--- src/rtl/noc_pkg.sv ---
// Shared definitions for the NoC traffic generator/checker: pattern codes,
// payload field offsets and the injection FSM state type.
package noc_pkg;

    localparam int unsigned PAT_RANDOM    = 0;
    localparam int unsigned PAT_TRANSPOSE = 1;
    localparam int unsigned PAT_BITCOMP   = 2;
    localparam int unsigned PAT_HOTSPOT   = 3;

    // Offsets are relative to the first payload bit (just above dest y).
    localparam int unsigned SEQ_LSB  = 0;
    localparam int unsigned SEQ_W    = 16;
    localparam int unsigned TS_LSB   = 16;
    localparam int unsigned TS_W     = 32;
    localparam int unsigned SRCX_LSB = 48;
    localparam int unsigned SRCY_LSB = 56;
    localparam int unsigned SRC_W    = 8;

    localparam logic [15:0] LFSR_DEFAULT_SEED = 16'hACE1;

    typedef enum logic [2:0] {
        ST_IDLE,
        ST_GEN,
        ST_HOLD,
        ST_GAP,
        ST_DONE
    } pe_state_e;

    // Fibonacci LFSR, taps 16,14,13,11, shifting toward bit 0.
    function automatic logic [15:0] lfsr_step(input logic [15:0] s);
        return {s[0] ^ s[2] ^ s[3] ^ s[5], s[15:1]};
    endfunction

endpackage

--- src/rtl/noc_dest_gen.sv ---
// Destination generator: LFSR-driven random draw or fixed spatial pattern,
// with self-avoidance (a destination equal to this node moves to x+1 mod X).
module noc_dest_gen
    import noc_pkg::*;
#(
    parameter int unsigned X       = 10,
    parameter int unsigned Y       = 10,
    parameter int unsigned x_size  = $clog2(X),
    parameter int unsigned y_size  = $clog2(Y),
    parameter int unsigned MY_X    = 0,
    parameter int unsigned MY_Y    = 0,
    parameter int unsigned PATTERN = 0,
    parameter int unsigned HOT_X   = 0,
    parameter int unsigned HOT_Y   = 0,
    parameter logic [15:0] SEED    = 16'hACE1
) (
    input  logic              clk_i,
    input  logic              rst_ni,
    input  logic              adv_i,
    output logic [x_size-1:0] dest_x_o,
    output logic [y_size-1:0] dest_y_o
);

    localparam logic [15:0] SEED_EFF = (SEED == 16'h0000) ? LFSR_DEFAULT_SEED : SEED;

    logic [15:0]       lfsr_q, lfsr_d;
    logic [x_size-1:0] raw_x;
    logic [y_size-1:0] raw_y;
    logic              is_self;

    // The current value is the draw; the register steps once it is consumed.
    always_comb begin
        lfsr_d = lfsr_q;
        if (adv_i && (PATTERN == PAT_RANDOM)) begin
            lfsr_d = lfsr_step(lfsr_q);
        end
    end

    always_ff @(posedge clk_i or negedge rst_ni) begin
        if (!rst_ni) begin
            lfsr_q <= SEED_EFF;
        end else begin
            lfsr_q <= lfsr_d;
        end
    end

    always_comb begin
        raw_x = '0;
        raw_y = '0;
        if (PATTERN == PAT_RANDOM) begin
            raw_x = x_size'(32'(lfsr_q[7:0]) % X);
            raw_y = y_size'(32'(lfsr_q[15:8]) % Y);
        end else if (PATTERN == PAT_TRANSPOSE) begin
            raw_x = x_size'(MY_Y);
            raw_y = y_size'(MY_X);
        end else if (PATTERN == PAT_BITCOMP) begin
            raw_x = x_size'(X - 1 - MY_X);
            raw_y = y_size'(Y - 1 - MY_Y);
        end else begin
            raw_x = x_size'(HOT_X);
            raw_y = y_size'(HOT_Y);
        end
    end

    assign is_self  = (raw_x == x_size'(MY_X)) && (raw_y == y_size'(MY_Y));
    assign dest_x_o = is_self ? x_size'((MY_X + 1) % X) : raw_x;
    assign dest_y_o = raw_y;

endmodule

--- src/rtl/noc_traffic_pe.sv ---
// Per-node NoC traffic generator (inject FSM) and ejection checker.
// Define TRAFFIC_LATENCY_STATS_EN to timestamp flits and accumulate latency.
module noc_traffic_pe
    import noc_pkg::*;
#(
    parameter int unsigned X           = 10,
    parameter int unsigned Y           = 10,
    parameter int unsigned x_size      = $clog2(X),
    parameter int unsigned y_size      = $clog2(Y),
    parameter int unsigned data_width  = 256,
    parameter int unsigned MY_X        = 0,
    parameter int unsigned MY_Y        = 0,
    parameter int unsigned NUM_PACKETS = 1000,
    parameter int unsigned RATE        = 1,
    parameter int unsigned PATTERN     = 0,
    parameter int unsigned HOT_X       = 0,
    parameter int unsigned HOT_Y       = 0,
    parameter logic [15:0] SEED        = 16'hACE1
) (
    input  logic                                 clk,
    input  logic                                 rstn,
    input  logic                                 start,
    input  logic                                 clr_stats,
    output logic                                 o_valid,
    output logic [x_size+y_size+data_width-1:0]  o_data,
    input  logic                                 i_ready,
    input  logic                                 i_valid,
    input  logic [x_size+y_size+data_width-1:0]  i_data,
    output logic                                 done,
    output logic [31:0]                          send_count,
    output logic [31:0]                          recv_count,
    output logic [15:0]                          err_count,
    output logic [47:0]                          lat_sum,
    output logic [31:0]                          lat_max
);

    localparam int unsigned T  = x_size + y_size + data_width;
    localparam int unsigned PL = x_size + y_size;

    pe_state_e         state_q, state_d;
    logic [31:0]       cyc_q;
    logic [31:0]       send_q, send_d;
    logic [15:0]       seq_q, seq_d;
    logic [31:0]       gap_q, gap_d;
    logic              done_q, done_d;
    logic              valid_q, valid_d;
    logic [T-1:0]      data_q, data_d;
    logic [T-1:0]      flit;
    logic              draw;
    logic [x_size-1:0] dest_x;
    logic [y_size-1:0] dest_y;
    logic [31:0]       recv_q;
    logic [15:0]       err_q;
    logic              rx_bad;

    noc_dest_gen #(
        .X       (X),
        .Y       (Y),
        .x_size  (x_size),
        .y_size  (y_size),
        .MY_X    (MY_X),
        .MY_Y    (MY_Y),
        .PATTERN (PATTERN),
        .HOT_X   (HOT_X),
        .HOT_Y   (HOT_Y),
        .SEED    (SEED)
    ) u_dest (
        .clk_i    (clk),
        .rst_ni   (rstn),
        .adv_i    (draw),
        .dest_x_o (dest_x),
        .dest_y_o (dest_y)
    );

    always_ff @(posedge clk or negedge rstn) begin
        if (!rstn) begin
            cyc_q <= '0;
        end else begin
            cyc_q <= cyc_q + 32'd1;
        end
    end

    always_comb begin
        flit = '0;
        flit[x_size-1:0]           = dest_x;
        flit[x_size +: y_size]     = dest_y;
        flit[PL+SEQ_LSB +: SEQ_W]  = seq_q;
`ifdef TRAFFIC_LATENCY_STATS_EN
        flit[PL+TS_LSB +: TS_W]    = cyc_q;
`endif
        flit[PL+SRCX_LSB +: SRC_W] = SRC_W'(MY_X);
        flit[PL+SRCY_LSB +: SRC_W] = SRC_W'(MY_Y);
    end

    always_comb begin
        state_d = state_q;
        send_d  = send_q;
        seq_d   = seq_q;
        gap_d   = gap_q;
        done_d  = done_q;
        valid_d = valid_q;
        data_d  = data_q;
        draw    = 1'b0;
        unique case (state_q)
            ST_IDLE: begin
                if (start) begin
                    send_d  = '0;
                    seq_d   = '0;
                    done_d  = 1'b0;
                    state_d = ST_GEN;
                end
            end
            ST_GEN: begin
                valid_d = 1'b1;
                data_d  = flit;
                draw    = 1'b1;
                state_d = ST_HOLD;
            end
            ST_HOLD: begin
                // A presented flit always completes its handshake; start is
                // only honoured once it has been accepted.
                if (i_ready) begin
                    valid_d = 1'b0;
                    send_d  = send_q + 32'd1;
                    seq_d   = seq_q + 16'd1;
                    if (send_q + 32'd1 == 32'(NUM_PACKETS)) begin
                        done_d  = 1'b1;
                        state_d = ST_DONE;
                    end else if (!start) begin
                        state_d = ST_IDLE;
                    end else if (RATE == 1) begin
                        state_d = ST_GEN;
                    end else begin
                        gap_d   = 32'(RATE - 1);
                        state_d = ST_GAP;
                    end
                end
            end
            ST_GAP: begin
                if (!start) begin
                    state_d = ST_IDLE;
                end else if (gap_q <= 32'd1) begin
                    state_d = ST_GEN;
                end else begin
                    gap_d = gap_q - 32'd1;
                end
            end
            ST_DONE: begin
                if (!start) begin
                    state_d = ST_IDLE;
                end
            end
            default: state_d = ST_IDLE;
        endcase
    end

    always_ff @(posedge clk or negedge rstn) begin
        if (!rstn) begin
            state_q <= ST_IDLE;
            send_q  <= '0;
            seq_q   <= '0;
            gap_q   <= '0;
            done_q  <= 1'b0;
            valid_q <= 1'b0;
            data_q  <= '0;
        end else begin
            state_q <= state_d;
            send_q  <= send_d;
            seq_q   <= seq_d;
            gap_q   <= gap_d;
            done_q  <= done_d;
            valid_q <= valid_d;
            data_q  <= data_d;
        end
    end

    assign o_valid    = valid_q;
    assign o_data     = data_q;
    assign done       = done_q;
    assign send_count = send_q;

    assign rx_bad = (i_data[x_size-1:0] != x_size'(MY_X)) ||
                    (i_data[PL-1:x_size] != y_size'(MY_Y));

    // A clear coinciding with an arrival wins; that packet is not counted.
    always_ff @(posedge clk or negedge rstn) begin
        if (!rstn) begin
            recv_q <= '0;
            err_q  <= '0;
        end else if (clr_stats) begin
            recv_q <= '0;
            err_q  <= '0;
        end else if (i_valid) begin
            recv_q <= recv_q + 32'd1;
            if (rx_bad && (err_q != 16'hFFFF)) begin
                err_q <= err_q + 16'd1;
            end
        end
    end

    assign recv_count = recv_q;
    assign err_count  = err_q;

`ifdef TRAFFIC_LATENCY_STATS_EN
    logic [47:0] lat_sum_q;
    logic [31:0] lat_max_q;
    logic [31:0] rx_lat;
    logic        rx_unused;

    // Modulo-2^32 difference keeps latency correct across a cyc wrap.
    assign rx_lat = cyc_q - i_data[PL+TS_LSB +: TS_W];

    always_ff @(posedge clk or negedge rstn) begin
        if (!rstn) begin
            lat_sum_q <= '0;
            lat_max_q <= '0;
        end else if (clr_stats) begin
            lat_sum_q <= '0;
            lat_max_q <= '0;
        end else if (i_valid) begin
            lat_sum_q <= lat_sum_q + 48'(rx_lat);
            if (rx_lat > lat_max_q) begin
                lat_max_q <= rx_lat;
            end
        end
    end

    assign lat_sum   = lat_sum_q;
    assign lat_max   = lat_max_q;
    assign rx_unused = ^{i_data[T-1:PL+TS_LSB+TS_W], i_data[PL+TS_LSB-1:PL]};
`else
    logic rx_unused;

    assign lat_sum   = '0;
    assign lat_max   = '0;
    assign rx_unused = ^{i_data[T-1:PL], cyc_q};
`endif

endmodule

--- config.mk ---
export PLATFORM = sky130hd
export DESIGN_NAME = noc_traffic_pe
export DESIGN_NICKNAME = d
export VERILOG_FILES = /design/src/rtl/noc_pkg.sv /design/src/rtl/noc_dest_gen.sv /design/src/rtl/noc_traffic_pe.sv
export SDC_FILE = /design/constraint.sdc
export NUM_CORES = 1
export LEC_CHECK = 0
export ABC_AREA = 1
export BUFFER_PORTS_ARGS = -buffer_cell sky130_fd_sc_hd__buf_2
export CAP_MARGIN = 0
export CORE_AREA = 3 3 272 274
export DETAILED_ROUTE_END_ITERATION = 12
export DIE_AREA = 0 0 275 277
export GPL_ROUTABILITY_DRIVEN = 1
export PLACE_DENSITY_LB_ADDON = 0.1
export SLEW_MARGIN = 15
export SYNTH_ARGS = -nofsm -noshare
export SYNTH_HDL_FRONTEND = slang
export SYNTH_HIERARCHICAL = 1
export SYNTH_SLANG_ARGS = --single-unit
--- constraint.sdc ---
create_clock -name clk -period 4.5 [get_ports clk]
set_input_delay 0 -clock clk [delete_from_list [all_inputs] [get_ports clk]]
set_output_delay 0 -clock clk [all_outputs]
set_load 0.1 [all_outputs]
Word-level counts from Yosys, hierarchy flattened. Index checks and enable logic that the tools add are counted.

Flip-flop bits (word level): 173. Input bits: 270. Word-level logic and storage cells: 78.

$add $sub $neg: 5. Divide/modulo/power cells: 2. $lt $le $gt $ge: 1. Equal/unequal tests: 11. Multiplexer cells: 27. Bitwise gates (word level): 4. Reductions and logical operators: 18.

Operator list (number): $mux 32 (4); $mux 16 (5); $add 32x1->32 const B (2); $mod 8x4->32 const B (2); $pmux 32 s2 (1); $add 16x1->16 const B (2); $eq 32x10->1 const B (1); $le 32x1->1 const B (1); $pmux 16 s2 (1); $sub 32x1->32 const B (1); $mux 3 (6); $ne 16x16->1 const B (1); $pmux 3 s5 (1); $logic_not 4->1 (2); $ne 2x2->1 const B (4); $reduce_and 4->1 (2); $reduce_bool 2->1 (4); $reduce_bool 4->1 (2); $eq 3x2->1 const B (2); $mux 1 (6); $reduce_and 3->1 (2); $mux 4 (1); $pmux 1 s2 (2); $reduce_and 2->1 (2); other kinds (8) (11).

Depth between registers and ports, before layout. Gate-level depths: netlist (run 1).

Depth in word-level cells: 6. Gate-level depth with buffers: 28.

Hierarchy. Netlist (run 1), hierarchy kept.

Modules (own cells, without submodules): noc_traffic_pe (times used 1, cells each 1480, area an instance 11128.2 µm²); noc_dest_gen (times used 1, cells each 310, area an instance 2016.9 µm²).

Worst setup path before layout (run 1). No wires, ideal clock.

Path kind: reg2reg. From: register u_dest.lfsr_q[5]. To: register data_q[0] (netlist: o_data[0]). Arrival: 2867 ps. Setup slack: 1566 ps. Cell stages (with the launch flop): 25. Buffers on the path: 0. Clock period less this slack: 2934 ps. Cells stage by stage: dfstp_2 > inv_2 > nand2_4 > ha_1 > o21ai_2 > nand3_1 > nand2_2 > nand3_2 > nand2_4 > nand3_2 > nand2_2 > nand3_2 > nand2_4 > nand3_4 > nand2_1 > nand3_2 > nand2_2 > nand4_2 > nand2_1 > nand2_2 > nor2_2 > nand3_1 > nand2_1 > nand2_1 > nand2_1.

Cells in the longest elaborated chain, start to end: 4.

RTL lines: start: declaration (line noc_dest_gen.sv:26) `logic [15:0] lfsr_q, lfsr_d;`; start signal: assignment (line noc_dest_gen.sv:43) `lfsr_q <= lfsr_d;`; $mod 8x4->32 (*) (line noc_dest_gen.sv:51) `raw_x = x_size'(32'(lfsr_q[7:0]) % X);`; $logic_not 4->1 (line noc_dest_gen.sv:65) `assign is_self = (raw_x == x_size'(MY_X)) && (raw_y == y_size'(MY_Y));`; $logic_and 1x1->1 (line noc_dest_gen.sv:65); $mux 4 (*) (line noc_dest_gen.sv:66) `assign dest_x_o = is_self ? x_size'((MY_X + 1) % X) : raw_x;`; net dest_x[0] (line noc_traffic_pe.sv:50) `logic [x_size-1:0] dest_x;`; end signal: assignment (line noc_traffic_pe.sv:173) `data_q <= data_d;`; end: declaration (line noc_traffic_pe.sv:47) `logic [T-1:0] data_q, data_d;`.

The timed path passes the listed nets; every way through them passes the cells marked *. A chain may end at the register's enable or synchronous reset.

Final worst setup path (run 1). Same ends and word-level chain as after synthesis.

==> out/qor.txt, run 1 <==
Period utilization -> 78.4%
Hold path cells -> 6
Worst r2r path cells -> 26
First-pass GRT wire length -> 58200 um
Final TNS setup -> 0 ns
Setup crit start kind -> flop
Ant diodes -> 0
Slew Viols, Final -> 0
Mapped Area -> 0.0131 mm2
Synth warnings -> 6
Num ports -> 696
Maximum VDD drop -> 204 uV
F_max -> 0.284 GHz
Mapped Cells -> 1790
Die H -> 277 um
TritonRoute pass-1 iters -> 5
NumNets Final -> 2190
Die X -> 275 um
Vias in the first global route -> 10100
Area Growth Syn to Fin -> 8.72%
Via Count -> 10600
H-tree Lvls -> 4
Seq cells post-synth -> 173
Max-slew headroom -> 48.1%
Yosys cell types -> 64
RSZ-0062 raised after global routing -> no
Most used DFF post-synth -> dfrtp_1
Avg WL per Cell -> 12.9 um
Initial core utilization -> 18.4%
Routed Antenna Nets -> 0
Global route total overflow -> 0
Final hold vios -> 0
Layout cells sized above 1 -> 15.6%
Clk slew on worst S/H paths -> 0.08 ns
Crit path required time -> 4.92 ns
EDFF count, synth -> 0
Final core occ -> 20.0%
Ys async rst share -> 100%
Largest net degree at the start of global routing -> 96
Fin Clk Skew -> 0.0160 ns
Sequential share of the synthesized area -> 33.0%
Total CTS buffers -> 17
Number of clock sinks -> 173
DPL Wire Length -> 28200 um
Drt initial violations -> 546
Status -> completed
Clock latency on the worst-skew pair -> 0.48 ns
Clk buf depth -> 2
CTS tree -> yes
Placer Congestion -> 0.752
Die area -> 0.0762 mm2
Endpoints failing setup -> 0
IO Port Bufs -> 119
Hold Path Class -> in -> reg
Syn Area/Cell -> 7.34 um2
LEAKAGE -> 7.21 nW
Final Critical Period -> 3.53 ns
CTS resizes -> 0
Vias per Instance -> 3.68
Power Dens Cells -> 413 mW/mm2
Core area -> 0.0716 mm2
Root buf cell -> clkbuf_16
Rows -> 98
Initial antenna violation count -> 2
Worst-path maximum fanout -> 9
Crit Path Category -> reg -> reg
Residual DRC -> 0
Critical Path AT -> 3.95 ns
Worst slew pin tran -> 0.779 ns
Post-Route WL -> 37100 um
Worst Setup End Kind -> flop
MaxCap Viol Count -> 0
Tot GR Track Use -> 9.72%
critical path, cell delays in order (launching register included):
cell,delay [ns]
dfstp_2,0.61
inv_2,0.10
nand2_4,0.10
ha_1,0.25
o21ai_2,0.24
nand3_1,0.15
nand2_2,0.12
nand2_2,0.07
nand2_4,0.10
nand2_4,0.08
nand3_2,0.09
nand2_1,0.06
nand2_1,0.10
inv_2,0.07
nand2_4,0.12
nand3_4,0.09
nand2_1,0.10
nand3_2,0.11
nand2_2,0.12
nand4_2,0.10
nand2_1,0.09
nand2_2,0.05
nor2_2,0.15
nand3_1,0.09
nand2_1,0.09
nand2_1,0.10
nand2_1,0.10
Yosys cell counts, types with 2 or more instances:
cell type,number,share of area [%]
nand2_1,414,12
buf_4,322,18
inv_1,169,4.8
dfrtp_1,165,31
nor2_1,153,4.4
o21ai_0,98,3.7
nand3_1,94,3.6
a21oi_1,47,1.8
nand4_1,36,1.7
nor3_1,34,1.3
nand2_2,32,1.5
xor2_1,24,1.6
inv_2,21,0.60
nand3_2,17,1.3
nor2_2,17,0.81
clkbuf_1,16,0.46
nor2_4,13,1.1
o21ai_1,10,0.38
xnor2_1,10,0.67
dfstp_2,8,1.6
ha_1,8,0.76
nand2_4,8,0.69
o22ai_1,7,0.33
a31oi_1,5,0.24
a211oi_1,4,0.23
nor3_2,4,0.30
nor4_1,4,0.19
nand3_4,3,0.40
nor2_8,3,0.46
nor3b_1,3,0.17
nor4_4,3,0.49
a221oi_1,2,0.13
buf_6,2,0.17
clkinv_1,2,0.057
o211ai_1,2,0.11
or2_1,2,0.095
cell type report:
| class | instances | area (um2) |
|---|---|---|
| inverter | 193 | 727 |
| fill | 8197 | 57300 |
| sequential | 173 | 4340 |
| timing repair buffer | 127 | 687 |
| tap | 950 | 1190 |
| clock buffer | 19 | 443 |
| multi-input combinational | 1400 | 6760 |
| clock inverter | 13 | 148 |
cells in the final DEF (no fill, tap or decap), types with 8 or more instances in the layout:
cell type,netlist,final
a21oi_1,47,47
nand2_1,414,414
nand4_1,36,36
dfstp_2,8,8
nand2_2,32,32
nand3_2,17,17
xor2_1,24,24
nand2_4,8,8
conb_1,1,320
xnor2_1,10,10
inv_2,21,21
dfrtp_1,165,165
nand3_1,94,94
nor2_1,153,153
inv_1,169,168
ha_1,8,8
nor2_4,13,13
nor2_2,17,17
o21ai_0,98,98
buf_2,1,118
o21ai_1,10,10
clkbuf_16,0,17
nor3_1,34,33
state kept, by name, summed over array words and instances, names as in the netlist:
name / count
done: 1
err_count: 16
gap_q: 32
o_data: 24
o_valid: 1
recv_count: 32
send_count: 32
seq_q: 16
state_q: 3
u_dest/lfsr_q: 16
cells by family (layout without fill, tap and decap cells):
group                    Yosys count  in the layout  share of synthesized area (%)
adder cells (fa/ha/maj)            8              8                          0.762
buffers and inverters            536            352                           24.7
AND/OR/NAND/NOR                  851            851                           31.2
AO/OA/AOI/OAI                    187            187                           7.99
flip-flops                       173            173                           33.0
other                              1            320                         0.0285
XOR/XNOR                          34             34                           2.27
power by group:
part / leakage [nW] / switching [mW] / total (mW) / internal [mW]
Combinational: 4.58 / 2.22 / 2.50 / 0.281
Sequential: 2.34 / 0.135 / 1.82 / 1.68
Clock: 0.289 / 0.777 / 1.58 / 0.803
routing by layer:
layer / global-route usage [%] / wire length [um] / share of wire (%)
met4: 2.87 / 541 / 1.5
met3: 2.68 / 2650 / 7.1
met5: 0 / 11 / 0.030
met2: 14.5 / 15600 / 42
met1: 13.6 / 18300 / 49
through the flow:
stage               cells  hold slack [ns]  instance area, um2  power [mW]  worst slack, ns
floorplan            2109           -0.296               14300        4.16             1.57
global placement     2839            0.130               13700        4.39            0.890
detailed placement   2839            0.133               13700        4.39            0.938
CTS                  2875          0.00975               14300        6.05            0.895
global route         2875           0.0899               14300        6.28            0.579
finish               2875           0.0616               14300        5.90            0.973
final timing paths:
check                                      start              to  slack, ns
worst max-delay path            u_dest/lfsr_q[5]       o_data[0]       0.97
worst min-delay path                     i_ready            done       0.06
worst max register to register  u_dest/lfsr_q[5]       o_data[0]       0.97
worst min register to register              done            done       0.47
max in group asynchronous                   rstn   recv_count[7]       3.23
min in group asynchronous                   rstn  send_count[15]       0.14
timing repair:
| action | in CTS | in global routing |
|---|---|---|
| endpoints found under the hold margin | 77 | 0 |
| buffers inserted | 0 | 0 |
| hold buffers | 4 | 0 |
No activity file was read; power rests on OpenSTA's default activity.
==> run 2: changes to the inputs <==
--- a/config.mk
+++ b/config.mk
@@ -5,12 +5,12 @@
 export SDC_FILE = /design/constraint.sdc
 export NUM_CORES = 1
 export LEC_CHECK = 0
-export ABC_AREA = 1
+export ABC_AREA = 0
 export BUFFER_PORTS_ARGS = -buffer_cell sky130_fd_sc_hd__buf_2
 export CAP_MARGIN = 0
-export CORE_AREA = 3 3 272 274
+export CORE_AREA = 3 3 270 272
 export DETAILED_ROUTE_END_ITERATION = 12
-export DIE_AREA = 0 0 275 277
+export DIE_AREA = 0 0 273 275
 export GPL_ROUTABILITY_DRIVEN = 1
 export PLACE_DENSITY_LB_ADDON = 0.1
 export SLEW_MARGIN = 15
==> constraint.sdc (replaced) <==
create_clock -name clk -period 3.6 [get_ports clk]
set_input_delay 0 -clock clk [delete_from_list [all_inputs] [get_ports clk]]
set_output_delay 0 -clock clk [all_outputs]
set_load 0.1 [all_outputs]
==> out/qor.txt, run 2 <==
Largest net degree at the start of global routing -> 74
Max Used Layer -> met4
Reg2reg setup slack -> 0.16 ns
Ant diodes -> 0
Initial core utilization -> 17.7%
Clk buf depth -> 2
Fin Clk Skew -> 0.0161 ns
Vias in the first global route -> 8749
TritonRoute pass-1 iters -> 5
Final Worst Setup Slack -> 0.155 ns
Yosys cell types -> 101
First-pass GRT wire length -> 52700 um
F_max -> 0.290 GHz
Mapped Cells -> 1426
Rows -> 98
Design Area, Final -> 0.0140 mm2
Layout cells sized above 1 -> 18.6%
IO Port Bufs -> 119
H-tree Lvls -> 4
Avg WL per Cell -> 13.7 um
Top-area cell type share of the netlist area -> 32.9%
Sequential share of the synthesized area -> 34.6%
Pwr Total -> 10.8 mW
Die H -> 275 um
Total CTS buffers -> 17
Most used DFF post-synth -> dfrtp_1
Tot GR Track Use -> 8.96%
Filler cells -> 7917
Worst slew pin tran -> 0.970 ns
Placer Congestion -> 0.740
Root buf cell -> clkbuf_16
Global route total overflow -> 0
Most frequent cells in the layout -> 320 x conb_1, 165 x dfrtp_1, 118 x buf_2
Met2 WL -> 15000 um
Cell Area, Placed -> 0.0133 mm2
Setup WS pre-CTS -> 0.0852 ns
MaxCap Viol Count -> 0
Worst Setup End Kind -> flop
Maximum VDD drop -> 377 uV
Synth top cells by count -> 323 x buf_4, 165 x dfrtp_1, 116 x nand2_1, 107 x nor2_1, 72 x o21ai_0
Post-Layout Cell Count -> 2517
Clock latency on the worst-skew pair -> 0.48 ns
Setup crit start kind -> flop
Die area -> 0.0751 mm2
Main area contributors after synthesis -> dfrtp_1 33%, buf_4 19%, xor2_1 3.9%
Die X -> 273 um
Crit Reg-Reg Startpoint -> u_dest/lfsr_q[6]
Routed Antenna Nets -> 0
Initial antenna violation count -> 0
Max-slew headroom -> 35.2%
Top-count cell post-synth -> buf_4
Placed Cells -> 2475
Number of clock sinks -> 173
Seq cells post-synth -> 173
Residual DRC -> 0
Clk slew on worst S/H paths -> 0.07 ns
Period utilization -> 95.7%
Power Dens Cells -> 771 mW/mm2
Final Critical Period -> 3.44 ns
EDFF count, synth -> 0
Vias per Instance -> 3.76
LEAKAGE -> 6.46 nW
Post-Route WL -> 34500 um
Syn Area/Cell -> 8.80 um2
Fin Hold WS -> 0.112 ns
Crit Path Category -> reg -> reg
Mapped Area -> 0.0125 mm2
Slew Viols, Final -> 0
M1 WL -> 16700 um
Hold Path Class -> in -> async
Core area -> 0.0710 mm2
Worst Setup SP -> u_dest/lfsr_q[6]
Final TNS setup -> 0 ns
Final hold vios -> 0
Crit path required time -> 3.96 ns
Drt initial violations -> 536
Worst-path maximum fanout -> 7
NumNets Final -> 1832
Endpoints failing setup -> 0
Synth warnings -> 6
Critical Path AT -> 3.80 ns
Commonest non-fill, non-tap cell in the layout -> conb_1
CTS tree -> yes
Worst r2r path cells -> 12
Status -> completed
Area Growth Syn to Fin -> 11.8%
Met3 wire length -> 2350 um
Final core occ -> 19.8%
Area leader, netlist -> dfrtp_1
Via Count -> 9455
Ys async rst share -> 100%
DPL Wire Length -> 24900 um
Num ports -> 696
==> run 2: what timing repair did <==
action,CTS,global route
setup buffers,0,4
hold buffers,6,0
setup endpoints to repair,0,5
hold endpoints to repair,77,0
resized for setup,0,12
==> run 2: area by class of cell <==
class / instances / area (um2) / area share (%)
flip-flops and latches: 173 / 4340 / 30.9
multi-input cells: 1163 / 6730 / 48.0
inverters: 28 / 105 / 0.749
clock inverters: 15 / 209 / 1.49
well taps: 950 / 1190 / 8.47
clock buffers: 17 / 425 / 3.03
repair buffers: 171 / 1030 / 7.38
==> run 2: layer usage <==
layer	up-vias	global-route usage, %
met5	-	0
met4	0	2.61
met3	24	2.82
met2	312	13.3
met1	4535	12.4
li1	4584	-
==> run 2: power breakdown <==
part | leakage [nW] | switching (mW) | internal, mW
combinational | 3.81 | 4.18 | 1.94
clock | 0.306 | 0.922 | 1.17
sequential | 2.34 | 0.377 | 2.23
==> run 2: worst paths after layout <==
kind / endpoint
worst min-delay path: gap_q[26]
max in group asynchronous: send_count[9]
min in group clk: err_count[0]
worst max register to register: o_data[1]
worst max-delay path: o_data[1]
worst min register to register: gap_q[5]
==> run 2: critical path, stage by stage (launching register included) <==
cell      delay, ns
dfstp_2        0.37
or2_2          0.31
ha_4           0.29
nand4b_1       0.11
o31ai_1        0.11
a221o_2        0.48
or4_4          0.44
o221ai_4       0.09
o32ai_4        0.17
nand2_1        0.13
nor2_1         0.05
or4_1          0.51
mux2_2         0.27
==> run 2: cells by family (layout without fill, tap and decap cells) <==
family,Yosys count,in the layout,share of synthesized area [%]
buf+inv,409,231,22.2
xor+xnor,94,94,6.56
other cells,1,320,0.0299
compound gates,230,230,12.6
simple gates,470,470,19.5
mux,38,38,3.43
fa+ha+maj,11,11,1.05
flops,173,173,34.6
==> run 3: changes to the inputs <==
==> constraint.sdc (replaced) <==
create_clock -name clk -period 3.7 [get_ports clk]
set_input_delay 0 -clock clk [delete_from_list [all_inputs] [get_ports clk]]
set_output_delay 0 -clock clk [all_outputs]
set_load 0.1 [all_outputs]
==> out/qor.txt, run 3 (synthesis results as in run 2) <==
Status -> completed
Post-Route WL -> 34900 um
Worst path cell trace -> nor2_4 > inv_1 > ha_2 > and4bb_1 > a2111oi_2 > o21a_2 > a32oi_1 > nand3b_1 > a221oi_2 > nand2_1 > mux4_2 > a21o_1 > mux2_2
MaxCap Viol Count -> 0
Cell Area, Placed -> 0.0132 mm2
Crit Reg-Reg Startpoint -> u_dest/lfsr_q[14]
Rows -> 98
Clk buf depth -> 2
Setup WS pre-CTS -> 0.0845 ns
Total CTS buffers -> 17
Vias in the first global route -> 8841
Critical Path AT -> 3.90 ns
Maximum VDD drop -> 353 uV
Slew Viols, Final -> 0
Tot GR Track Use -> 9.13%
Routed Antenna Nets -> 0
Endpoints failing setup -> 0
Worst r2r path cells -> 13
Power Dens Cells -> 735 mW/mm2
Global route total overflow -> 0
TritonRoute pass-1 iters -> 5
Die H -> 275 um
Design Area, Final -> 0.0138 mm2
NumNets Final -> 1824
Crit Path Category -> reg -> reg
Die X -> 273 um
Core area -> 0.0710 mm2
Die area -> 0.0751 mm2
Worst slew pin tran -> 1.02 ns
Period utilization -> 95.9%
Initial core utilization -> 17.7%
Final Critical Period -> 3.55 ns
Number of clock sinks -> 173
Area Growth Syn to Fin -> 10.4%
Filler cells -> 7933
F_max -> 0.282 GHz
IO Port Bufs -> 119
Worst r2r dst -> o_data[6]
Root buf cell -> clkbuf_16
Vias per Instance -> 3.78
LEAKAGE -> 6.37 nW
CTS tree -> yes
Commonest non-fill, non-tap cell in the layout -> conb_1
Residual DRC -> 0
Clock latency on the worst-skew pair -> 0.47 ns
Final core occ -> 19.5%
Drt initial violations -> 473
Num ports -> 696
CP peak stage delay -> 0.41 ns
Layout cells sized above 1 -> 17.8%
Largest net degree at the start of global routing -> 69
Hold Path Class -> in -> async
Reg2reg setup slack -> 0.15 ns
Most frequent cells in the layout -> 320 x conb_1, 165 x dfrtp_1, 118 x buf_2
Worst-path maximum fanout -> 6
Fin Clk Skew -> 0.0138 ns
Clk slew on worst S/H paths -> 0.07 ns
Placer Congestion -> 0.752
H-tree Lvls -> 4
RSZ-0062 raised after global routing -> yes
Slowest cell on the critical path -> dfrtp_1
Setup crit start kind -> flop
Worst Setup End Kind -> flop
Max-slew headroom -> 32.2%
Via Count -> 9477
DPL Wire Length -> 25100 um
Crit path required time -> 4.06 ns
Final hold vios -> 0
Final Worst Setup Slack -> 0.152 ns
Avg WL per Cell -> 13.9 um
Initial antenna violation count -> 2
First-pass GRT wire length -> 53800 um
[run 3: cell types whose count changed in the layout (fill, tap and decap cells not counted), moves of 2 or more]
| cell | change |
|---|---|
| nor2_1 | +2 |
| clkinvlp_4 | +2 |
| buf_4 | -6 |
| bufinv_16 | -3 |
| a21oi_1 | +2 |
| a21oi_2 | -2 |
| nor2_2 | -3 |
[run 3: area by class of cell]
type	instances	area (um2)	share of cell area, %
Tap cell	950	1190	8.58
Inverter	28	105	0.759
Sequential cell	173	4340	31.3
Multi-Input combinational cell	1163	6700	48.4
Timing Repair Buffer	163	960	6.93
Antenna cell	1	2.50	0.0181
Clock inverter	12	114	0.822
Clock buffer	19	443	3.20
[run 3: per-stage QoR]
| stage | total power [mW] | hold slack (ns) | TNS [ns] | instances |
|---|---|---|---|---|
| 4_1_cts | 10.2 | 0.108 | 0 | 2506 |
| 3_3_place_gp | 8.30 | 0.0858 | 0 | 2470 |
| 5_1_grt | 10.9 | 0.153 | -0.0319 | 2509 |
| 3_5_place_dp | 8.32 | 0.0893 | 0 | 2470 |
| 6_report | 10.2 | 0.109 | 0 | 2509 |
| 2_1_floorplan | 7.36 | -0.296 | 0 | 1745 |
[run 3: critical path, delay by kind of cell (launching register included)]
family | cells | cell delay (ns)
AO/OA/AOI/OAI | 5 | 1.27
multiplexers | 2 | 0.58
flip-flops | 1 | 0.41
buffers and inverters | 1 | 0.08
AND/OR/NAND/NOR | 4 | 0.72
adder cells (fa/ha/maj) | 1 | 0.37
[run 3: per-layer routing]
metal	wire, um	part of all wire, %	track usage (%)	up-vias
met4	379	1.1	2.44	2
met5	13	0.037	0	-
met2	15200	44	13.6	311
met3	2550	7.3	2.94	26
met1	16800	48	12.6	4570
li1	-	-	-	4568
[run 3: how the worst max path moves through the flow]
stage	startpoint	cells after the start	to
CTS	u_dest/lfsr_q[14]	14	o_data[6]
floorplan	u_dest/lfsr_q[5]	14	o_data[1]
finish	u_dest/lfsr_q[14]	13	o_data[6]
global route	u_dest/lfsr_q[14]	13	o_data[6]
detailed placement	u_dest/lfsr_q[14]	13	o_data[6]
global placement	u_dest/lfsr_q[13]	13	o_data[6]
[run 3: power breakdown]
group / internal, mW / total, mW / switching, mW / leakage (nW)
clock network: 0.945 / 1.81 / 0.869 / 0.262
registers: 2.17 / 2.53 / 0.357 / 2.34
logic: 1.76 / 5.84 / 4.08 / 3.76
total: 4.88 / 10.2 / 5.30 / 6.37
[run 3: timing repair]
item                                    in CTS  in global routing
endpoints found under the setup margin       0                  5
buffers inserted                             0                  2
gates resized for setup                      0                  8
hold buffers                                 5                  0
hold endpoints to repair                    73                  0
